File: config.mk
export PLATFORM = sky130hd
export DESIGN_NAME = aura_mem_arbiter_flat
export DESIGN_NICKNAME = d
export VERILOG_FILES = /design/src/rtl/aura_mem_arbiter_if.sv /design/src/rtl/aura_mem_arbiter.sv /design/src/flat_wrapper.sv
export SDC_FILE = /design/constraint.sdc
export NUM_CORES = 1
export LEC_CHECK = 0
export BUFFER_PORTS_ARGS = -buffer_cell sky130_fd_sc_hd__buf_2
export CORE_AREA = 2 2 251 253
export CTS_CLUSTER_DIAMETER = 30
export DETAILED_ROUTE_END_ITERATION = 8
export DIE_AREA = 0 0 253 255
export HOLD_SLACK_MARGIN = 0.15
export PLACE_DENSITY = 0.46
export SYNTH_ARGS = -nofsm -noshare
export SYNTH_HDL_FRONTEND = slang
export SYNTH_SLANG_ARGS = --single-unit
File: constraint.sdc
create_clock -name clock -period 9.5 [get_ports clock]
set_input_delay 0.95 -clock clock [delete_from_list [all_inputs] [get_ports clock]]
set_output_delay 0.95 -clock clock [all_outputs]
set_load 0.05 [all_outputs]
File: src/rtl/aura_mem_arbiter_if.sv
// Bus bundle between the stream loaders/writers, the arbiter and the tagged memory port.
// master drives requests and memory replies; slave is the arbiter itself.
interface aura_mem_arbiter_if #(
    parameter int NUM_CH = 4,
    parameter int ADDR_W = 32,
    parameter int DATA_W = 64,
    parameter int TAG_W  = 4
);
    logic [NUM_CH-1:0]        req_valid;
    logic [NUM_CH-1:0]        req_store;
    logic [NUM_CH*ADDR_W-1:0] req_addr;
    logic [NUM_CH*DATA_W-1:0] req_data;
    logic [NUM_CH-1:0]        req_ready;
    logic [NUM_CH-1:0]        rsp_valid;
    logic [DATA_W-1:0]        rsp_data;
    logic [1:0]               proc2mem_command;
    logic [ADDR_W-1:0]        proc2mem_addr;
    logic [DATA_W-1:0]        proc2mem_data;
    logic [TAG_W-1:0]         mem2proc_transaction_tag;
    logic [DATA_W-1:0]        mem2proc_data;
    logic [TAG_W-1:0]         mem2proc_data_tag;
    logic                     idle;
    logic                     err;

    modport master (
        output req_valid, req_store, req_addr, req_data,
        output mem2proc_transaction_tag, mem2proc_data, mem2proc_data_tag,
        input  req_ready, rsp_valid, rsp_data,
        input  proc2mem_command, proc2mem_addr, proc2mem_data, idle, err
    );

    modport slave (
        input  req_valid, req_store, req_addr, req_data,
        input  mem2proc_transaction_tag, mem2proc_data, mem2proc_data_tag,
        output req_ready, rsp_valid, rsp_data,
        output proc2mem_command, proc2mem_addr, proc2mem_data, idle, err
    );
endinterface

File: src/rtl/aura_mem_arbiter.sv
// Round-robin N-channel front end to the tagged memory bus; remembers which channel
// owns each outstanding load tag and steers the returning beat back to it.
module aura_mem_arbiter #(
    parameter int NUM_CH     = 4,
    parameter int ADDR_W     = 32,
    parameter int DATA_W     = 64,
    parameter int TAG_W      = 4,
    parameter int MAX_PER_CH = 8
) (
    input  logic              clock,
    input  logic              reset,
    aura_mem_arbiter_if.slave bus
);
    localparam int CH_W     = $clog2(NUM_CH);
    localparam int CNT_W    = $clog2(MAX_PER_CH + 1);
    localparam int NUM_TAGS = 1 << TAG_W;
    localparam logic [1:0] CMD_NONE  = 2'd0;
    localparam logic [1:0] CMD_LOAD  = 2'd1;
    localparam logic [1:0] CMD_STORE = 2'd2;

    logic [CH_W-1:0]   rr_ptr_reg;
    logic [CH_W-1:0]   rr_ptr_next;
    logic [CNT_W-1:0]  cnt_reg [NUM_CH];
    logic              tbl_valid_reg [NUM_TAGS];
    logic [CH_W-1:0]   tbl_ch_reg [NUM_TAGS];
    logic [NUM_CH-1:0] rsp_valid_reg;
    logic [DATA_W-1:0] rsp_data_reg;
    logic              err_reg;

    logic [ADDR_W-1:0] addr_arr [NUM_CH];
    logic [DATA_W-1:0] data_arr [NUM_CH];
    logic [NUM_CH-1:0] eligible;
    logic [NUM_CH-1:0] cnt_zero;
    logic [NUM_CH-1:0] inc;
    logic [NUM_CH-1:0] dec;
    logic              grant_valid;
    logic [CH_W-1:0]   grant_idx;
    logic              store_sel;
    logic              accept;
    logic              load_accept;
    logic              ret_hit;
    logic [CH_W-1:0]   ret_ch;
    logic              alloc_conflict;
    logic              stray_ret;

    genvar gi;
    generate
        for (gi = 0; gi < NUM_CH; gi++) begin : g_ch
            assign addr_arr[gi] = bus.req_addr[gi*ADDR_W +: ADDR_W];
            assign data_arr[gi] = bus.req_data[gi*DATA_W +: DATA_W];
            // Stores never occupy a tag, so only loads are throttled by the counter.
            assign eligible[gi] = bus.req_valid[gi] &
                                  (bus.req_store[gi] | (cnt_reg[gi] < CNT_W'(MAX_PER_CH)));
            assign cnt_zero[gi] = (cnt_reg[gi] == '0);
            assign inc[gi]      = load_accept & (grant_idx == CH_W'(gi));
            assign dec[gi]      = ret_hit & (ret_ch == CH_W'(gi));
        end
    endgenerate

    // Walk from the far end so the channel closest to rr_ptr is the last (winning) write.
    always_comb begin
        grant_valid = 1'b0;
        grant_idx   = '0;
        for (int k = NUM_CH - 1; k >= 0; k--) begin
            if (eligible[(int'(rr_ptr_reg) + k) % NUM_CH]) begin
                grant_valid = 1'b1;
                grant_idx   = CH_W'((int'(rr_ptr_reg) + k) % NUM_CH);
            end
        end
    end

    assign store_sel   = bus.req_store[grant_idx];
    assign accept      = grant_valid & (bus.mem2proc_transaction_tag != '0);
    assign load_accept = accept & ~store_sel;
    assign rr_ptr_next = (grant_idx == CH_W'(NUM_CH - 1)) ? '0 : grant_idx + CH_W'(1);

    assign ret_hit   = (bus.mem2proc_data_tag != '0) & tbl_valid_reg[bus.mem2proc_data_tag];
    assign ret_ch    = tbl_ch_reg[bus.mem2proc_data_tag];
    assign stray_ret = (bus.mem2proc_data_tag != '0) & ~tbl_valid_reg[bus.mem2proc_data_tag];
    // A tag freed in the same cycle it is re-issued is a legal reuse, not a collision.
    assign alloc_conflict = load_accept & tbl_valid_reg[bus.mem2proc_transaction_tag] &
                            ~(ret_hit & (bus.mem2proc_data_tag == bus.mem2proc_transaction_tag));

    always_comb begin
        bus.proc2mem_command = CMD_NONE;
        bus.proc2mem_addr    = '0;
        bus.proc2mem_data    = '0;
        bus.req_ready        = '0;
        if (grant_valid) begin
            bus.proc2mem_command = store_sel ? CMD_STORE : CMD_LOAD;
            bus.proc2mem_addr    = addr_arr[grant_idx];
            bus.proc2mem_data    = data_arr[grant_idx];
        end
        if (accept) begin
            bus.req_ready = NUM_CH'(1) << grant_idx;
        end
    end

    assign bus.rsp_valid = rsp_valid_reg;
    assign bus.rsp_data  = rsp_data_reg;
    assign bus.err       = err_reg;
    assign bus.idle      = (&cnt_zero) & ~(|bus.req_valid);

    always_ff @(posedge clock or negedge reset) begin
        if (!reset) begin
            rr_ptr_reg    <= '0;
            rsp_valid_reg <= '0;
            rsp_data_reg  <= '0;
            err_reg       <= 1'b0;
            for (int c = 0; c < NUM_CH; c++) begin
                cnt_reg[c] <= '0;
            end
            for (int t = 0; t < NUM_TAGS; t++) begin
                tbl_valid_reg[t] <= 1'b0;
                tbl_ch_reg[t]    <= '0;
            end
        end else begin
            if (accept) begin
                rr_ptr_reg <= rr_ptr_next;
            end
            for (int c = 0; c < NUM_CH; c++) begin
                if (inc[c] & ~dec[c]) begin
                    cnt_reg[c] <= cnt_reg[c] + CNT_W'(1);
                end else if (dec[c] & ~inc[c]) begin
                    cnt_reg[c] <= cnt_reg[c] - CNT_W'(1);
                end
            end
            // Allocate takes priority over free, so a same-tag reuse ends owned by the new channel.
            for (int t = 0; t < NUM_TAGS; t++) begin
                if (load_accept && (bus.mem2proc_transaction_tag == TAG_W'(t))) begin
                    tbl_valid_reg[t] <= 1'b1;
                    tbl_ch_reg[t]    <= grant_idx;
                end else if (ret_hit && (bus.mem2proc_data_tag == TAG_W'(t))) begin
                    tbl_valid_reg[t] <= 1'b0;
                end
            end
            rsp_valid_reg <= ret_hit ? (NUM_CH'(1) << ret_ch) : '0;
            if (ret_hit) begin
                rsp_data_reg <= bus.mem2proc_data;
            end
            if (alloc_conflict | stray_ret) begin
                err_reg <= 1'b1;
            end
        end
    end
endmodule

File: src/flat_wrapper.sv
// flat-port wrapper written by rule: the top's interface ports become plain ports
module aura_mem_arbiter_flat 
#(
    parameter int NUM_CH     = 4,
    parameter int ADDR_W     = 32,
    parameter int DATA_W     = 64,
    parameter int TAG_W      = 4,
    parameter int MAX_PER_CH = 8
)
  (clock, reset, bus_req_valid, bus_req_store, bus_req_addr, bus_req_data, bus_mem2proc_transaction_tag, bus_mem2proc_data, bus_mem2proc_data_tag, bus_req_ready, bus_rsp_valid, bus_rsp_data, bus_proc2mem_command, bus_proc2mem_addr, bus_proc2mem_data, bus_idle, bus_err);
  aura_mem_arbiter_if #(.NUM_CH(NUM_CH), .ADDR_W(ADDR_W), .DATA_W(DATA_W), .TAG_W(TAG_W)) bus_i ();
  input  logic clock;
  input  logic reset;
  input wire logic [$bits(bus_i.req_valid)-1:0] bus_req_valid;
  input wire logic [$bits(bus_i.req_store)-1:0] bus_req_store;
  input wire logic [$bits(bus_i.req_addr)-1:0] bus_req_addr;
  input wire logic [$bits(bus_i.req_data)-1:0] bus_req_data;
  input wire logic [$bits(bus_i.mem2proc_transaction_tag)-1:0] bus_mem2proc_transaction_tag;
  input wire logic [$bits(bus_i.mem2proc_data)-1:0] bus_mem2proc_data;
  input wire logic [$bits(bus_i.mem2proc_data_tag)-1:0] bus_mem2proc_data_tag;
  output wire logic [$bits(bus_i.req_ready)-1:0] bus_req_ready;
  output wire logic [$bits(bus_i.rsp_valid)-1:0] bus_rsp_valid;
  output wire logic [$bits(bus_i.rsp_data)-1:0] bus_rsp_data;
  output wire logic [$bits(bus_i.proc2mem_command)-1:0] bus_proc2mem_command;
  output wire logic [$bits(bus_i.proc2mem_addr)-1:0] bus_proc2mem_addr;
  output wire logic [$bits(bus_i.proc2mem_data)-1:0] bus_proc2mem_data;
  output wire logic [$bits(bus_i.idle)-1:0] bus_idle;
  output wire logic [$bits(bus_i.err)-1:0] bus_err;
  assign bus_i.req_valid = bus_req_valid;
  assign bus_i.req_store = bus_req_store;
  assign bus_i.req_addr = bus_req_addr;
  assign bus_i.req_data = bus_req_data;
  assign bus_i.mem2proc_transaction_tag = bus_mem2proc_transaction_tag;
  assign bus_i.mem2proc_data = bus_mem2proc_data;
  assign bus_i.mem2proc_data_tag = bus_mem2proc_data_tag;
  assign bus_req_ready = bus_i.req_ready;
  assign bus_rsp_valid = bus_i.rsp_valid;
  assign bus_rsp_data = bus_i.rsp_data;
  assign bus_proc2mem_command = bus_i.proc2mem_command;
  assign bus_proc2mem_addr = bus_i.proc2mem_addr;
  assign bus_proc2mem_data = bus_i.proc2mem_data;
  assign bus_idle = bus_i.idle;
  assign bus_err = bus_i.err;
  aura_mem_arbiter #(.NUM_CH(NUM_CH), .ADDR_W(ADDR_W), .DATA_W(DATA_W), .TAG_W(TAG_W), .MAX_PER_CH(MAX_PER_CH)) u_core (.clock(clock), .reset(reset), .bus(bus_i));
endmodule
Word-level counts from Yosys, hierarchy flattened
Cells that the tools add are included.
{"block": "classes", "addsub": 12, "multipliers": 0, "div": 0, "order_cmp": 12, "eq_ne": 37, "n_shift": 2, "mux": 83, "n_bitwise": 51, "reduce_logical": 67}
{"op": "64-bit 2-to-1 mux", "count": 3}
{"op": "64-bit binary-select mux with 2-bit select", "count": 1}
{"op": "32-bit 2-to-1 mux", "count": 3}
{"op": "32-bit binary-select mux with 2-bit select", "count": 1}
{"op": "4-bit == test (second input constant)", "count": 16}
{"op": "1-bit 2-to-1 mux", "count": 48}
{"op": "4-bit 2-to-1 mux", "count": 10}
{"op": "2-bit nonzero test", "count": 20}
{"op": "4-bit by 3-bit == test with 1-bit output (second input constant)", "count": 8}
{"op": "1-bit logical AND", "count": 32}
{"op": "1-bit AND", "count": 28}
{"op": "4-bit zero test", "count": 6}
{"op": "2-bit 2-to-1 mux", "count": 9}
{"op": "4-bit by 1-bit adder with 4-bit output (second input constant)", "count": 4}
{"op": "4-bit by 2-bit == test with 1-bit output (second input constant)", "count": 4}
{"op": "4-bit less-than comparator (second input constant)", "count": 4}
{"op": "4-bit by 1-bit subtractor with 4-bit output (second input constant)", "count": 4}
{"op": "3-bit by 4-bit less-than comparator with 1-bit output (second input constant)", "count": 3}
{"op": "1-bit inverter", "count": 12}
{"op": "1-bit binary-select mux with 2-bit select", "count": 5}
{"op": "5-bit >= comparator (second input constant)", "count": 2}
{"op": "4-bit inverter with 5-bit output", "count": 2}
{"op": "1-bit binary-select mux with 4-bit select", "count": 2}
{"op": "2-bit binary-select mux with 4-bit select", "count": 1}
{"op": "17 further kinds", "count": 36}
{"block": "word_totals", "regBits": 135, "latchBits": 0, "mem_bits_rw": 0, "romBits": 0, "input_bits": 466, "output_inout_bits": 172, "elab_cells": 304, "memories": 0}

Logic depth before layout (Yosys ltp)
{"block": "depth", "depth_word": 19, "ltp_mapped": 19, "depth_no_buf": 16}

Worst setup path before layout
OpenSTA, ideal clock, no wires.
{"block": "synth_path", "kind": "in2out", "startpoint": "in bus_req_store[2]", "endpoint": "out bus_proc2mem_addr[12]", "arrival_ps": 3613, "t_required_ps": 8550, "path_slack_ps": 4937, "path_stages": 9, "path_buffers": 3, "path_cell_list": "and2b_4 -> nor3_1 -> a221o_1 -> nor2_4 -> buf_6 -> buf_4 -> buf_2 -> a211oi_1 -> a211oi_1"}
{"block": "synth_between", "elab_chain_len": 14, "elab_cells_between_ends": 26, "cone_classes": "mux: 23; bitwise: 3"}
{"element": "start, declared", "line_no": "flat_wrapper.sv:15", "text": "input wire logic [$bits(bus_i.req_store)-1:0] bus_req_store;"}
{"element": "1-bit OR (*)", "line_no": "aura_mem_arbiter.sv:53", "text": "(bus.req_store[gi] | (cnt_reg[gi] < CNT_W'(MAX_PER_CH)));"}
{"element": "1-bit AND (*)", "line_no": "aura_mem_arbiter.sv:52", "text": "assign eligible[gi] = bus.req_valid[gi] &"}
{"element": "1-bit binary-select mux with 2-bit select", "line_no": "aura_mem_arbiter.sv:65", "text": "if (eligible[(int'(rr_ptr_reg) + k) % NUM_CH]) begin"}
{"element": "1-bit 2-to-1 mux (implied by the code) (2 in series)", "line_no": "aura_mem_arbiter.sv:65"}
{"element": "2-bit 2-to-1 mux (4 in series)", "line_no": "aura_mem_arbiter.sv:65"}
{"element": "2-bit inverter with 3-bit output (implied by the code)", "line_no": "aura_mem_arbiter.sv:91", "text": "bus.proc2mem_addr = addr_arr[grant_idx];"}
{"element": "32-bit binary-select mux with 2-bit select", "line_no": "aura_mem_arbiter.sv:91"}
{"element": "32-bit 2-to-1 mux (implied by the code) (2 in series)", "line_no": "aura_mem_arbiter.sv:91"}
{"element": "32-bit 2-to-1 mux (*)", "line_no": "aura_mem_arbiter.sv:89", "text": "if (grant_valid) begin"}
{"element": "end, declared", "line_no": "flat_wrapper.sv:25", "text": "output wire logic [$bits(bus_i.proc2mem_addr)-1:0] bus_proc2mem_addr;"}
Every way passes the cells marked *; elsewhere a longest branch is shown, timed or not. The select of a mux whose other input is x is not followed.

Worst setup path in the final report
{"block": "layout_path", "startpoint": "in bus_req_store[1]", "endpoint": "out bus_proc2mem_data[52]"}
{"block": "layout_between", "elab_chain_len": 14, "elab_cells_between_ends": 26, "cone_classes": "mux: 23; bitwise: 3"}
{"element": "1-bit OR (*)", "line_no": "aura_mem_arbiter.sv:53"}
{"element": "1-bit AND (*)", "line_no": "aura_mem_arbiter.sv:52"}
{"element": "1-bit binary-select mux with 2-bit select", "line_no": "aura_mem_arbiter.sv:65"}
{"element": "1-bit 2-to-1 mux (implied by the code) (2 in series)", "line_no": "aura_mem_arbiter.sv:65"}
{"element": "2-bit 2-to-1 mux (4 in series)", "line_no": "aura_mem_arbiter.sv:65"}
{"element": "2-bit inverter with 3-bit output (implied by the code)", "line_no": "aura_mem_arbiter.sv:92", "text": "bus.proc2mem_data = data_arr[grant_idx];"}
{"element": "64-bit binary-select mux with 2-bit select", "line_no": "aura_mem_arbiter.sv:92"}
{"element": "64-bit 2-to-1 mux (implied by the code) (2 in series)", "line_no": "aura_mem_arbiter.sv:92"}
{"element": "64-bit 2-to-1 mux (*)", "line_no": "aura_mem_arbiter.sv:89"}
{"element": "end, declared", "line_no": "flat_wrapper.sv:26", "text": "output wire logic [$bits(bus_i.proc2mem_data)-1:0] bus_proc2mem_data;"}
Marks and branches as above.

==> impl_metrics.csv <==
group,metric,value,unit
global_route,grt_pass1_wl,64.27,mm
clocking,cts_root_buf,"clkbuf_16",
setup_path,worstPathArrival,4.68,ns
logic_synthesis,synth-adder-area-share,0.02818,
global_route,grt_pass1_vias,9837,
logic_synthesis,synth_edf_count,0,
placed_design,io_buffers,637,
cells_and_area,fillerInstances,6888,
logic_synthesis,syn-num-nets,1466,
routing,drc,0,
setup_path,r2r-end,"u_core.cnt_reg[7]",
setup_path,reg2reg_depth,17,
sta,setup_viol,0,
setup_path,critPathKind,"in -> out",
sta,rsz0062_at_grt,"false",
setup_path,reg2reg_slack,5.26,ns
clocking,postCtsHoldBufs,0,
setup_path,endpoint,"bus_proc2mem_data[52]",
setup_path,crit_fanout,167,
logic_synthesis,synth_top_family_by_area,"multiplexers",
sta,tightestPinTransition,1.080,ns
logic_synthesis,async_reset_ff_frac,1.000,
placed_design,place_congestion,0.8301,
cells_and_area,fin_nets,2042,
global_route,track_usage,0.1334,
setup_path,worstPathRequired,8.55,ns
setup_path,cp_slowest_cell,"nor2_4",
cells_and_area,drive_above_1_share,0.5022,
placed_design,place_ws,3.973,ns
clocking,cts.reportedPaths.clkPinSlew,0.06,ns
routing,wire_per_inst,19.55,um
clocking,cts_resized,0,
logic_synthesis,synth_compound_area_frac,0.1917,
logic_synthesis,yosysUniqueCellTypes,50,
run_status,status,"complete, no violations",
logic_synthesis,synthXorXnorAreaFrac,0.01761,
min_path,worstHoldPathType,"reg -> reg",
sta,slew_headroom,0.2775,
power,max-vdd-ir-drop,0.2294,mV
floorplanning,die_area,0.06452,mm^2
floorplanning,start_util,0.1600,
sta,slew_violations,0,
sta,hold_violations,0,
floorplanning,fp.dieH,255,um
setup_path,startpoint_type,"input pin",
setup_path,crit_start,"bus_req_store[1]",
floorplanning,rows,92,
cells_and_area,areaGrowthSynthToFinish,44.06,%
logic_synthesis,postSynthRegisterBits,135,
logic_synthesis,syn_avg_cell_area,10.15,um^2
logic_synthesis,synth_ff_type,"dfrtp_1",
sta,final.setup_skew,0.01058,ns
clocking,cts_tree,"built",
global_route,grt_max_degree,168,
routing,vias,10200,
setup_path,crit_chain,"buf_2 -> nand2b_1 -> o211ai_1 -> a221o_1 -> nor2_4 -> buf_12 -> buf_4 -> a211oi_1 -> a211oi_1 -> buf_2",
cells_and_area,largest_reg_flops,64,
logic_synthesis,muxShareOfSynthArea,0.2325,
setup_path,path_buf_inv,4,
logic_synthesis,syn-cell-area,0.009946,mm^2
sta,fmax,177.7,MHz
routing,viasPerCell,4.302,
routing,drtIter0Drc,550,
sta,final.setup.worst_slack,3.873,ns
setup_path,timing.rr.start,"u_core.cnt_reg[11]",
sta,min_period_over_period,0.5924,
sta,setup_tns,0,ns
setup_path,crit_path_end_kind,"output pin",
floorplanning,pin_count,638,
flow_run,cap_violations,0,
logic_synthesis,syn_inst,980,
clocking,clk_latency,0.42,ns
logic_synthesis,synth-seq-area-share,0.3397,
power,total_power,5525,uW
clocking,clkSinkCount,135,
clocking,cts_buffer_depth,2,
setup_path,slowest_delay,0.60,ns
routing,drtAntennaViolNets,0,
clocking,ctsHtreeMaxLevel,4,
logic_synthesis,synth-simple-area-share,0.1284,
placed_design,hpwl,38.27,mm
logic_synthesis,yosys_warnings,0,
routing,routed_wl,46.33,mm
power,p_per_area,385.6,mW/mm^2
cells_and_area,register_area,0.003378,mm^2
setup_path,cp_num_cells,10,
power,p_leak,0.006659,uW
cells_and_area,multiInputGateArea,0.005976,mm^2
floorplanning,fp.dieW,253,um
clocking,numCtsBuffers,17,
global_route,antenna_found_initial,12,
clocking,post-cts-setup-buffers,0,
setup_path,crit_family,"buffers and inverters",
sta,finalCriticalPeriod,5.627,ns
global_route,overflow,0,
floorplanning,core,0.06216,mm^2
min_path,hold_depth,0,
routing,firstDrtPassIters,5,
-- synthesized netlist by cell type, drive strengths merged, types with 3 or more instances --
cell type / instances / area, um^2
o21ai: 21 / 105.1
and2: 9 / 56.30
a21oi: 18 / 90.09
a22o: 9 / 78.83
buf: 46 / 389.1
mux2i: 96 / 960.9
nor4: 9 / 56.30
mux2: 84 / 945.9
nand2: 62 / 232.7
nor2b: 101 / 631.9
a211oi: 195 / 1464
nand3: 9 / 45.04
nand2b: 10 / 62.56
clkbuf: 44 / 166.4
a21o: 4 / 30.03
o22ai: 4 / 25.02
dfrtp: 135 / 3378
nor2: 23 / 93.84
xor2: 8 / 70.07
or2: 3 / 18.77
mux4: 18 / 405.4
nor3: 7 / 35.03
fa: 4 / 80.08
ha: 16 / 200.2
inv: 16 / 60.06
xnor2: 12 / 105.1
-- per-layer routing --
layer	vias to the layer above	GRT usage	wire, um
li1	4830	-	-
met1	4880	0.1779	20220
met2	429	0.2286	22890
met3	50	0.02095	2537
met4	6	0.02468	641
met5	-	0	39
-- layout make-up --
cell class	instances	area share
Antenna cell	2	0.0003493
Inverter	16	0.004192
Sequential cell	135	0.2358
Multi-Input combinational cell	739	0.4171
Timing Repair Buffer	647	0.2305
Tap cell	799	0.06978
Clock inverter	14	0.01231
Clock buffer	18	0.02995
-- report_power, final --
| group | switching [uW] | internal (uW) | leakage (uW) | total [uW] |
|---|---|---|---|---|
| registers | 161 | 832 | 0.00163 | 993 |
| logic | 2730 | 1130 | 0.00474 | 3860 |
| clock network | 259 | 415 | 0.000284 | 674 |
-- cell usage in the layout, fill, tap and decap left out, types with 2 or more instances in the layout --
cell / instances
diode_2: 2
nor2b_1: 101
clkinvlp_4: 4
xor2_1: 8
buf_12: 3
nor3_1: 6
nand2b_1: 10
ha_1: 16
dfrtp_1: 135
mux4_2: 18
xnor2_1: 12
a21o_1: 4
inv_1: 16
buf_2: 636
mux2_2: 83
nor2_1: 21
o22ai_1: 4
a21oi_1: 17
bufinv_16: 3
and2_1: 9
nor2_4: 2
fa_1: 4
clkinv_4: 3
a22o_1: 9
and3_1: 2
nand2_1: 62
a211oi_1: 195
or2_2: 3
mux2i_1: 96
buf_4: 8
o21ai_0: 21
clkbuf_16: 17
nand3_1: 9
clkinv_2: 2
nor4_1: 9
-- cells by family after synthesis --
group	after synthesis
multiplexers	198
AO/OA/AOI/OAI	262
adder cells (fa/ha/maj)	20
flip-flops	135
AND/OR/NAND/NOR	239
buffers and inverters	106
XOR/XNOR	20
-- stage by stage --
stage | std cells | utilization | area [um^2] | hold slack, ns
2_1_floorplan | 980 | - | 9946 | 0.4246
3_3_place_gp | 2336 | 0.2207 | 13720 | 0.3630
3_5_place_dp | 2336 | 0.2207 | 13720 | 0.3645
4_1_cts | 2368 | 0.2304 | 14320 | 0.3785
5_1_grt | 2369 | 0.2305 | 14330 | 0.3970
6_report | 2370 | 0.2305 | 14330 | 0.3747
-- worst reg2reg max path: stages, from the launching register on --
cell and delay (ns):
dfrtp_1 0.43, nand2b_1 0.23, o211ai_1 0.17, a221o_1 0.39, nor2_4 0.60, buf_12 0.35
inv_1 0.16, ha_1 0.21, and2_1 0.15, and2_1 0.16, ha_1 0.23, inv_1 0.12
ha_1 0.24, a21o_1 0.18, a21oi_1 0.16, xnor2_1 0.14, nor2_1 0.07, xor2_1 0.14
-- how the worst min path moves through the flow --
stage	from	endpoint	slack, ns
final	u_core.tbl_ch_reg[30]	u_core.tbl_ch_reg[30]	0.37
after global routing	u_core.tbl_ch_reg[30]	u_core.tbl_ch_reg[30]	0.40
after CTS	u_core.tbl_ch_reg[30]	u_core.tbl_ch_reg[30]	0.38
after detailed placement	u_core.tbl_ch_reg[30]	u_core.tbl_ch_reg[30]	0.36
after global placement	u_core.tbl_ch_reg[30]	u_core.tbl_ch_reg[30]	0.36
after floorplan	u_core.tbl_ch_reg[30]	u_core.tbl_ch_reg[30]	0.42
No activity file was read; power rests on OpenSTA's default activity.
